--- src/rtl/sid_write_scheduler.sv ---
// UART byte framer + 4-entry write FIFO + phi2-aligned dispatcher feeding two SIDs.
// Both SIDs share one phi2 enable; each write is held for one full phi2 period.
module sid_write_scheduler #(
  parameter int PHI2_DIV       = 12,
  parameter int TIMEOUT_CYCLES = 12000,
  parameter int FIFO_AW        = 2
) (
  input  logic       CLK_IN,
  input  logic       RSTn_i,
  input  logic       RX_VALID_i,
  input  logic [7:0] RX_DATA_i,
  output logic       PHI2_EN_o,
  output logic       SID0_CS_o,
  output logic       SID1_CS_o,
  output logic       SID_WE_o,
  output logic [4:0] SID_ADDR_o,
  output logic [7:0] SID_DATA_o,
  output logic       FIFO_FULL_o,
  output logic [7:0] DROP_CNT_o,
  output logic       BUSY_o
);
  localparam int DEPTH = 1 << FIFO_AW;
  localparam int CNTW  = FIFO_AW + 1;
  localparam int CW    = $clog2(PHI2_DIV);
  localparam int TW    = $clog2(TIMEOUT_CYCLES);

  typedef struct packed {
    logic       chip;
    logic [4:0] addr;
    logic [7:0] data;
  } wr_t;

  typedef enum logic {S_ADDR, S_DATA} state_t;

  // phi2 generator
  logic [CW-1:0] ph_q, ph_d;
  logic          phi2;
  assign phi2 = (ph_q == CW'(PHI2_DIV - 1));
  assign ph_d = phi2 ? '0 : ph_q + CW'(1);

  // framer
  state_t        st_q, st_d;
  logic          chip_q, chip_d;
  logic [4:0]    reg_q, reg_d;
  logic [TW-1:0] to_q, to_d;
  logic          push, fr_drop;

  always_comb begin
    st_d    = st_q;
    chip_d  = chip_q;
    reg_d   = reg_q;
    to_d    = to_q;
    push    = 1'b0;
    fr_drop = 1'b0;
    case (st_q)
      S_ADDR: if (RX_VALID_i) begin
        if (RX_DATA_i[7:6] == 2'b00) begin
          chip_d = RX_DATA_i[5];
          reg_d  = RX_DATA_i[4:0];
          to_d   = '0;
          st_d   = S_DATA;
        end else begin
          fr_drop = 1'b1;
        end
      end
      S_DATA: begin
        // a byte arriving on the timeout cycle still completes the pair
        if (RX_VALID_i) begin
          push = 1'b1;
          st_d = S_ADDR;
        end else if (to_q == TW'(TIMEOUT_CYCLES - 1)) begin
          fr_drop = 1'b1;
          st_d    = S_ADDR;
        end else begin
          to_d = to_q + TW'(1);
        end
      end
      default: st_d = S_ADDR;
    endcase
  end

  // FIFO
  wr_t                mem [DEPTH];
  wr_t                push_ent, head;
  logic [FIFO_AW-1:0] wp_q, rp_q;
  logic [CNTW-1:0]    cnt_q, cnt_d;
  logic               empty, full, pop, push_ok, ff_drop;

  assign push_ent = '{chip: chip_q, addr: reg_q, data: RX_DATA_i};
  assign head     = mem[rp_q];
  assign empty    = (cnt_q == '0);
  assign full     = (cnt_q == CNTW'(DEPTH));
  assign pop      = phi2 && !empty;
  assign push_ok  = push && (!full || pop);
  assign ff_drop  = push && full && !pop;

  always_comb begin
    case ({push_ok, pop})
      2'b10:   cnt_d = cnt_q + CNTW'(1);
      2'b01:   cnt_d = cnt_q - CNTW'(1);
      default: cnt_d = cnt_q;
    endcase
  end

  always_ff @(posedge CLK_IN) begin
    if (push_ok) mem[wp_q] <= push_ent;
  end

  // dispatcher: loads only on phi2, so each write spans exactly one period
  logic       we_q, we_d, cs0_q, cs0_d, cs1_q, cs1_d;
  logic [4:0] addr_q, addr_d;
  logic [7:0] data_q, data_d, drop_q, drop_d;
  logic       full_q, busy_q;

  always_comb begin
    we_d   = we_q;
    cs0_d  = cs0_q;
    cs1_d  = cs1_q;
    addr_d = addr_q;
    data_d = data_q;
    if (phi2) begin
      if (!empty) begin
        we_d   = 1'b1;
        cs0_d  = ~head.chip;
        cs1_d  = head.chip;
        addr_d = head.addr;
        data_d = head.data;
      end else begin
        we_d  = 1'b0;
        cs0_d = 1'b0;
        cs1_d = 1'b0;
      end
    end
  end

  assign drop_d = ((fr_drop || ff_drop) && drop_q != 8'hFF) ? drop_q + 8'd1 : drop_q;

  always_ff @(posedge CLK_IN or negedge RSTn_i) begin
    if (!RSTn_i) begin
      ph_q   <= '0;
      st_q   <= S_ADDR;
      chip_q <= 1'b0;
      reg_q  <= '0;
      to_q   <= '0;
      wp_q   <= '0;
      rp_q   <= '0;
      cnt_q  <= '0;
      we_q   <= 1'b0;
      cs0_q  <= 1'b0;
      cs1_q  <= 1'b0;
      addr_q <= '0;
      data_q <= '0;
      drop_q <= '0;
      full_q <= 1'b0;
      busy_q <= 1'b0;
    end else begin
      ph_q   <= ph_d;
      st_q   <= st_d;
      chip_q <= chip_d;
      reg_q  <= reg_d;
      to_q   <= to_d;
      if (push_ok) wp_q <= wp_q + FIFO_AW'(1);
      if (pop)     rp_q <= rp_q + FIFO_AW'(1);
      cnt_q  <= cnt_d;
      we_q   <= we_d;
      cs0_q  <= cs0_d;
      cs1_q  <= cs1_d;
      addr_q <= addr_d;
      data_q <= data_d;
      drop_q <= drop_d;
      full_q <= (cnt_d == CNTW'(DEPTH));
      busy_q <= (cnt_d != '0) || we_d;
    end
  end

  assign PHI2_EN_o   = phi2;
  assign SID_WE_o    = we_q;
  assign SID0_CS_o   = cs0_q;
  assign SID1_CS_o   = cs1_q;
  assign SID_ADDR_o  = addr_q;
  assign SID_DATA_o  = data_q;
  assign FIFO_FULL_o = full_q;
  assign DROP_CNT_o  = drop_q;
  assign BUSY_o      = busy_q;
endmodule

--- config.mk ---
export PLATFORM = sky130hd
export DESIGN_NAME = sid_write_scheduler
export DESIGN_NICKNAME = d
export VERILOG_FILES = /design/src/rtl/sid_write_scheduler.sv
export SDC_FILE = /design/constraint.sdc
export NUM_CORES = 1
export LEC_CHECK = 0
export CAP_MARGIN = 40
export CORE_ASPECT_RATIO = 1.25
export CORE_MARGIN = 5
export CORE_UTILIZATION = 35
export CTS_BUF_LIST = sky130_fd_sc_hd__clkbuf_4
export CTS_CLUSTER_SIZE = 25
export DETAILED_ROUTE_END_ITERATION = 8
export HOLD_SLACK_MARGIN = 0.08
export REMOVE_ABC_BUFFERS = 1
export SETUP_SLACK_MARGIN = 0.15
export SYNTH_ARGS = -nofsm -noshare
export SYNTH_HDL_FRONTEND = slang
export SYNTH_SLANG_ARGS = --single-unit
--- constraint.sdc ---
create_clock -name CLK_IN -period 2.9 [get_ports CLK_IN]
set_clock_uncertainty 0.15 [all_clocks]
set_input_delay 0.58 -clock CLK_IN [delete_from_list [all_inputs] [get_ports CLK_IN]]
set_output_delay 0.58 -clock CLK_IN [all_outputs]
set_load 0.1 [all_outputs]
==> summary.txt, run 1 <==
Logic synthesis
  • Synth top area cells: edfxtp_1, dfrtp_1, mux4_2
  • Yosys Warn Count: 0
  • Sequential area share after synthesis: 64.3%
  • Netlist cell types: 64
  • Top cell type's share of synthesized area: 34.5%
  • Flops & latches, synth: 114
  • Commonest cells post-synth: nand2_1, dfrtp_1, edfxtp_1
  • Main synth FF type: dfrtp_1
  • Synthesized instance count: 356
  • Post-synth top area cell: edfxtp_1
  • Most common cell in the synthesized netlist: nand2_1
  • Synthesized cell area: 0.00487 sq mm
  • Synth Area per Inst: 13.7 sq um
  • EDFF count, synth: 56
  • Async S/R FF share, synth: 50.9%

Flow run
  • Maxcap violations: 0

GRT
  • Maximum number of pins on one net before global-route repair: 35
  • Initial antenna violation count: 1
  • Grt ovf: 0
  • Vias in the first global route: 2,945
  • First-pass GRT wire length: 14,900 um
  • GR Util All Layers: 11.8%

Critical path
  • CP max stage delay: 0.39 ns
  • CP arrival: 2.80 ns
  • Critical path class: register to register
  • RR Startpoint: ph_q[0]$_DFF_PN0_
  • Worst-path cell chain: ha_1, nand3b_2, inv_2, o21ai_1, or2_2, fa_1, nand2b_1, o32a_1, o221a_2, nor2_1
  • Critical R2R Capture: FIFO_FULL_o$_DFF_PN0_
  • Critical path peak fanout: 4
  • Worst R2R Path Depth: 10
  • Flop2flop setup slack: 0.38 ns
  • Critical path startpoint: ph_q[0]$_DFF_PN0_
  • CP startpoint kind: register
  • CP endpoint kind: register
  • Crit path to: FIFO_FULL_o$_DFF_PN0_
  • Critical path depth: 10
  • Worst path required time: 3.19 ns
  • Largest delay share family, worst path: simple AND/OR/NAND/NOR gates
  • Buf/Inv on CP: 1
  • Worst path slowest cell: dfrtp_1

Die
  • # rows: 48
  • Starting density of the core: 35.4%
  • Die W: 116 um
  • IO Pins: 38
  • Core area: 0.0138 sq mm
  • Full die area: 0.0164 sq mm
  • Die Span Y: 142 um

STA
  • Worst setup margin: 0.385 ns
  • Final setup vio count: 0
  • Hold Violations, Final: 0
  • Slew Limit Fails: 0
  • Fmax: 398 MHz
  • Slew @ Worst Pin: 0.737 ns
  • Fin crit share: 86.7%
  • Rel. slew slack: 50.8%
  • Period minus WS final: 2.52 ns
  • Unrepaired setup endpoints after global routing: false

Finish
  • Layout Area Growth over Synthesis: 20.6%
  • # fillers: 1,252
  • Finished Core Util: 42.7%
  • Post-route design area: 0.00588 sq mm
  • Area of the multi-input gates: 0.00166 sq mm
  • Fraction of layout cells with a size suffix above 1: 26.1%
  • Register area: 0.00313 sq mm
  • Final nets: 441

Route
  • DRT Pass-1 Iters: 4
  • Initial detailed-routing violation count: 118
  • Routed WL: 9010 um
  • DR WL/cell: 14.8 um
  • Via count: 2,957
  • Vias per std cell: 4.86
  • DRC viols: 0
  • Post-DRT Antenna Nets: 0

Pwr
  • Power after layout: 5.69 mW
  • Pwr Density: 968 mW/mm^2
  • Leakage: 2.35 nW
  • Max VDD drop: 0.504 mV

Hold path
  • Hold wc startpoint: ph_q[0]$_DFF_PN0_
  • Min-Delay Path Class: register to register
  • Worst hold stages: 1

Outcome
  • Status: complete, no violations

Place
  • # port buffers: 37
  • Detailed placement HPWL: 6120 um
  • GPL Wtd Cong: 0.809
  • Cell Area, Placed: 0.00552 sq mm
  • Worst slack at placement: -0.00312 ns

CTS
  • TritonCTS clock tree: built
  • Longest Clk Path Bufs: 2
  • CTS H-Tree Depth: 4
  • Cts bufs inserted: 17
  • Post CTS Setup Buffer Count: 0
  • Clock-pin slew on the worst setup and hold paths: 0.10 ns
  • Clock Latency Late Sink: 0.51 ns
  • CTS sink cnt: 114
  • Post_cts resized: 0
  • Clock root buffer: clkbuf_4
state kept, by name (all words and copies together) (netlist names), 3 cells and up:
register / flops
SID_DATA_o: 8
reg_q: 5
SID_ADDR_o: 5
ph_q: 4
cnt_q: 3
to_q: 14
mem: 56
DROP_CNT_o: 8
area by class of cell:
cell class              instances  share of cell area [%]
flip-flops and latches        114                    53.3
multi-input cells             223                    28.2
clock buffers                  18                    2.30
diodes                          1                  0.0426
inverters                       9                   0.575
well taps                     175                    3.73
repair buffers                 55                    8.26
clock inverters                14                    3.60
what timing repair did:
item	in CTS	in global routing
hold endpoints to repair	24	0
setup endpoints to repair	0	0
hold buffers	1	0
worst register-to-register path, cell delays in order, from the launching register on:
cell and delay [ns]:
dfrtp_1 0.39, ha_1 0.22, nand3b_2 0.12, inv_2 0.08
o21ai_1 0.08, or2_2 0.30, fa_1 0.38, nand2b_1 0.20
o32a_1 0.18, o221a_2 0.25, nor2_1 0.10
power by group:
group	total, mW	switching [mW]	leakage (nW)	internal [mW]
Sequential	2.25	0.271	1.25	1.98
Clock	1.39	0.607	0.174	0.778
Combinational	2.06	1.49	0.926	0.568
metal layers:
layer  vias to the layer above  part of all wire (%)  GRT usage [%]
met4                         0                   2.1           5.07
met2                        44                    52           19.7
met3                        15                   4.2           3.45
met5                         -                     0              0
li1                       1435                     -              -
met1                      1463                    42           14.2
logic make-up (layout without fill, tap and decap cells):
| logic type | count (synthesis) | after routing | synth area share [%] |
|---|---|---|---|
| AOI/OAI and AO/OA | 37 | 37 | 5.42 |
| xor gates and xnor gates | 17 | 17 | 3.05 |
| adders and majority gates | 10 | 10 | 2.72 |
| buffers and inverters | 19 | 96 | 1.75 |
| DFF | 114 | 114 | 64.3 |
| muxes | 24 | 24 | 8.83 |
| other | 0 | 1 | 0 |
| and+or+nand+nor | 135 | 135 | 14.0 |
cells in the final DEF, fill, tap and decap left out, types with 7 or more instances in the layout:
master | Yosys | routed
clkbuf_4 | 0 | 18
edfxtp_1 | 56 | 56
nand2_1 | 63 | 63
xnor2_1 | 12 | 12
o21ai_0 | 8 | 8
nor2_1 | 24 | 24
inv_1 | 8 | 8
ha_1 | 9 | 9
dfrtp_1 | 58 | 58
mux4_2 | 14 | 14
mux2_2 | 7 | 7
buf_4 | 1 | 40
clkdlybuf4s50_1 | 0 | 9
per-stage QoR:
stage | cells | TNS [ns] | hold slack (ns)
after global placement | 575 | 0 | 0.299
after detailed placement | 575 | -0.00312 | 0.310
final | 609 | 0 | 0.322
after global routing | 609 | 0 | 0.352
after CTS | 608 | 0 | 0.325
after floorplan | 346 | -1.25 | 0.134
worst min-delay path by stage:
stage / endpoint / slack, ns
6_report: ph_q[0]$_DFF_PN0_ / 0.32
5_1_grt: ph_q[0]$_DFF_PN0_ / 0.35
4_1_cts: ph_q[0]$_DFF_PN0_ / 0.33
3_5_place_dp: ph_q[0]$_DFF_PN0_ / 0.31
3_3_place_gp: ph_q[0]$_DFF_PN0_ / 0.30
2_1_floorplan: BUSY_o$_DFF_PN0_ / 0.13
No activity file was read; power rests on OpenSTA's default activity.
==> run 2, diff against run 1 <==
--- a/config.mk
+++ b/config.mk
@@ -13,6 +13,7 @@
 export CTS_CLUSTER_SIZE = 25
 export DETAILED_ROUTE_END_ITERATION = 8
 export HOLD_SLACK_MARGIN = 0.08
+export PLACE_DENSITY = 0.54
 export REMOVE_ABC_BUFFERS = 1
 export SETUP_SLACK_MARGIN = 0.15
 export SYNTH_ARGS = -nofsm -noshare
==> run 2 against run 1 <==
  * Power fell by 3.8%
  * Clock power fell by 17%
  * Via count rose by 0.81%
  * First-iteration DRC count rose by 20%
  * Critical endpoint unchanged
  * Core utilization fell by 0.32 points
  * Largest cell class unchanged
  * Critical path type unchanged
  * Final cell count fell by 0.16%
  * Non-clock buffer count fell by 1
  * Setup slack improved by 0.052 ns
==> summary.txt, run 2 (synthesis gave the netlist of run 1 again) <==
Critical path
  • Critical path class: register to register
  • Worst path required time: 3.19 ns (about the same)
  • CP arrival: 2.76 ns (-0.04 ns)
  • CP endpoint kind: register
  • Critical path peak fanout: 4 (unchanged)
  • CP startpoint kind: register

Route
  • DRC viols: 0 (unchanged)
  • DR WL/cell: 14.9 um (+1.0%)
  • Routed length on met1: 4020 um (+6.0%)
  • Vias per std cell: 4.90 (+0.98%)
  • DRT Pass-1 Iters: 4 (unchanged)
  • Uppermost routed layer: met4
  • Routed WL: 9090 um (+0.88%)
  • Met3 wire len: 343 um (-8.5%)
  • Met2 Wirelength: 4630 um (-0.56%)
  • Post-DRT Antenna Nets: 0 (unchanged)
  • Initial detailed-routing violation count: 142 (+20%)
  • Via count: 2,981 (+0.81%)

Die
  • # rows: 48 (unchanged)
  • Full die area: 0.0164 sq mm (unchanged)
  • Die W: 116 um (unchanged)
  • IO Pins: 38 (unchanged)
  • Core area: 0.0138 sq mm (unchanged)
  • Die Span Y: 142 um (unchanged)
  • Starting density of the core: 35.4% (unchanged)

CTS
  • Clock-pin slew on the worst setup and hold paths: 0.10 ns (about the same)
  • Clock Latency Late Sink: 0.51 ns (about the same)
  • Clock root buffer: clkbuf_4
  • TritonCTS clock tree: built
  • Longest Clk Path Bufs: 2 (unchanged)
  • Cts bufs inserted: 17 (unchanged)
  • CTS H-Tree Depth: 4 (unchanged)
  • CTS sink cnt: 114 (unchanged)

Finish
  • Most common cell after layout, fill and taps aside: nand2_1
  • Register area: 0.00313 sq mm (unchanged)
  • Post-route design area: 0.00583 sq mm (-0.75%)
  • Most frequent cells in the layout: nand2_1, dfrtp_1, edfxtp_1
  • Layout Area Growth over Synthesis: 19.7%
  • Max reg flops: 56 (unchanged)
  • Largest Register: mem
  • Biggest regs: mem (56), to_q (14)
  • Area of the multi-input gates: 0.00166 sq mm (unchanged)
  • Final std cells w/o fill: 608 (-0.16%)
  • Fraction of layout cells with a size suffix above 1: 25.9% (-0.17 points)
  • Final nets: 440 (-0.23%)
  • # fillers: 1,278 (+2.1%)

STA
  • Slew Limit Fails: 0 (unchanged)
  • Final setup vio count: 0 (unchanged)
  • Worst setup margin: 0.437 ns (+0.0524 ns)
  • Period minus WS final: 2.46 ns (-0.0524 ns)
  • Rel. slew slack: 50.6% (-0.22 points)
  • Fmax: 406 MHz (+2.1%)
  • Hold Violations, Final: 0 (unchanged)
  • Slew @ Worst Pin: 0.741 ns (+0.00324 ns)
  • Unrepaired setup endpoints after global routing: false
  • Fin crit share: 84.9% (-1.8 points)

Place
  • Worst slack at placement: -0.0361 ns (-0.0329 ns)
  • Cell Area, Placed: 0.00554 sq mm (+0.32%)
  • GPL Wtd Cong: 0.759 (-6.2%)
  • # port buffers: 37 (unchanged)
  • Detailed placement HPWL: 6090 um (-0.44%)
  • Placed insts: 574 (-0.17%)

GRT
  • GR Util All Layers: 12.3% (+0.54 points)
  • Grt ovf: 0 (unchanged)
  • Initial antenna violation count: 1 (unchanged)
  • Maximum number of pins on one net before global-route repair: 30 (-14%)
  • First-pass GRT wire length: 15,400 um (+3.6%)
  • Vias in the first global route: 2,991 (+1.6%)

Flow run
  • Maxcap violations: 0 (unchanged)

Pwr
  • Power after layout: 5.47 mW (-3.8%)
  • Leakage: 2.32 nW (-1.1%)
  • Max VDD drop: 0.471 mV (-6.5%)
  • Pwr Density: 938 mW/mm^2 (-3.1%)

Hold path
  • Min-Delay Path Class: register to register

Outcome
  • Status: complete, no violations
-- run 2: critical path, cell delays in order, from the launching register on --
cell and delay, ns:
dfrtp_1 0.39, ha_1 0.21, nand3b_2 0.11, inv_2 0.07, o21ai_1 0.07, or2_2 0.29
fa_1 0.38, nand2b_1 0.20, o32a_1 0.19, o221a_2 0.25, nor2_1 0.09
-- run 2: cell type report --
class / count / share of cell area (%)
sequential: 114 / 53.7
tap: 175 / 3.75
multi-input combinational: 223 / 28.4
timing repair buffer: 54 / 8.62
clock inverter: 15 / 2.70
clock buffer: 17 / 2.19
antenna: 1 / 0.0429
inverter: 9 / 0.579
-- run 2: path summary, 6_finish.rpt --
| kind | startpoint | endpoint | slack [ns] | depth (start not counted) |
|---|---|---|---|---|
| worst max register to register | ph_q[0]$_DFF_PN0_ | FIFO_FULL_o$_DFF_PN0_ | 0.44 | 10 |
| worst max-delay path | ph_q[0]$_DFF_PN0_ | FIFO_FULL_o$_DFF_PN0_ | 0.44 | 10 |
| worst min-delay path | ph_q[0]$_DFF_PN0_ | ph_q[0]$_DFF_PN0_ | 0.32 | 1 |
| max in group asynchronous | RSTn_i | cnt_q[0]$_DFF_PN0_ | 1.65 | 3 |
| min in group asynchronous | RSTn_i | DROP_CNT_o[1]$_DFFE_PN0P_ | 0.38 | 2 |
| worst min register to register | ph_q[0]$_DFF_PN0_ | ph_q[0]$_DFF_PN0_ | 0.32 | 1 |
-- run 2: layer usage --
metal	vias to the layer above	global-route usage, %
li1	1432	-
met2	54	19.5
met4	0	4.45
met3	6	4.21
met1	1489	15.8
met5	-	0
-- run 2: power breakdown --
part	internal (mW)	total (mW)	leakage (nW)	switching [mW]
combinational	0.573	2.08	0.926	1.51
clock	0.519	1.16	0.148	0.643
sequential	1.98	2.23	1.25	0.250
total	3.07	5.47	2.32	2.40
-- run 2: through the flow --
stage | util (%) | hold slack, ns | TNS (ns)
after floorplan | - | 0.134 | -1.25
after global placement | 40.2 | 0.300 | -0.00373
after detailed placement | 40.2 | 0.311 | -0.0654
after CTS | 42.4 | 0.325 | 0
after global routing | 42.4 | 0.357 | 0
final | 42.4 | 0.320 | 0
-- run 2: repair_timing --
item                                   in CTS  in global routing
buffers inserted                            0                  0
gates resized for setup                     0                  0
endpoints found under the hold margin      13                  0
hold buffers                                1                  0
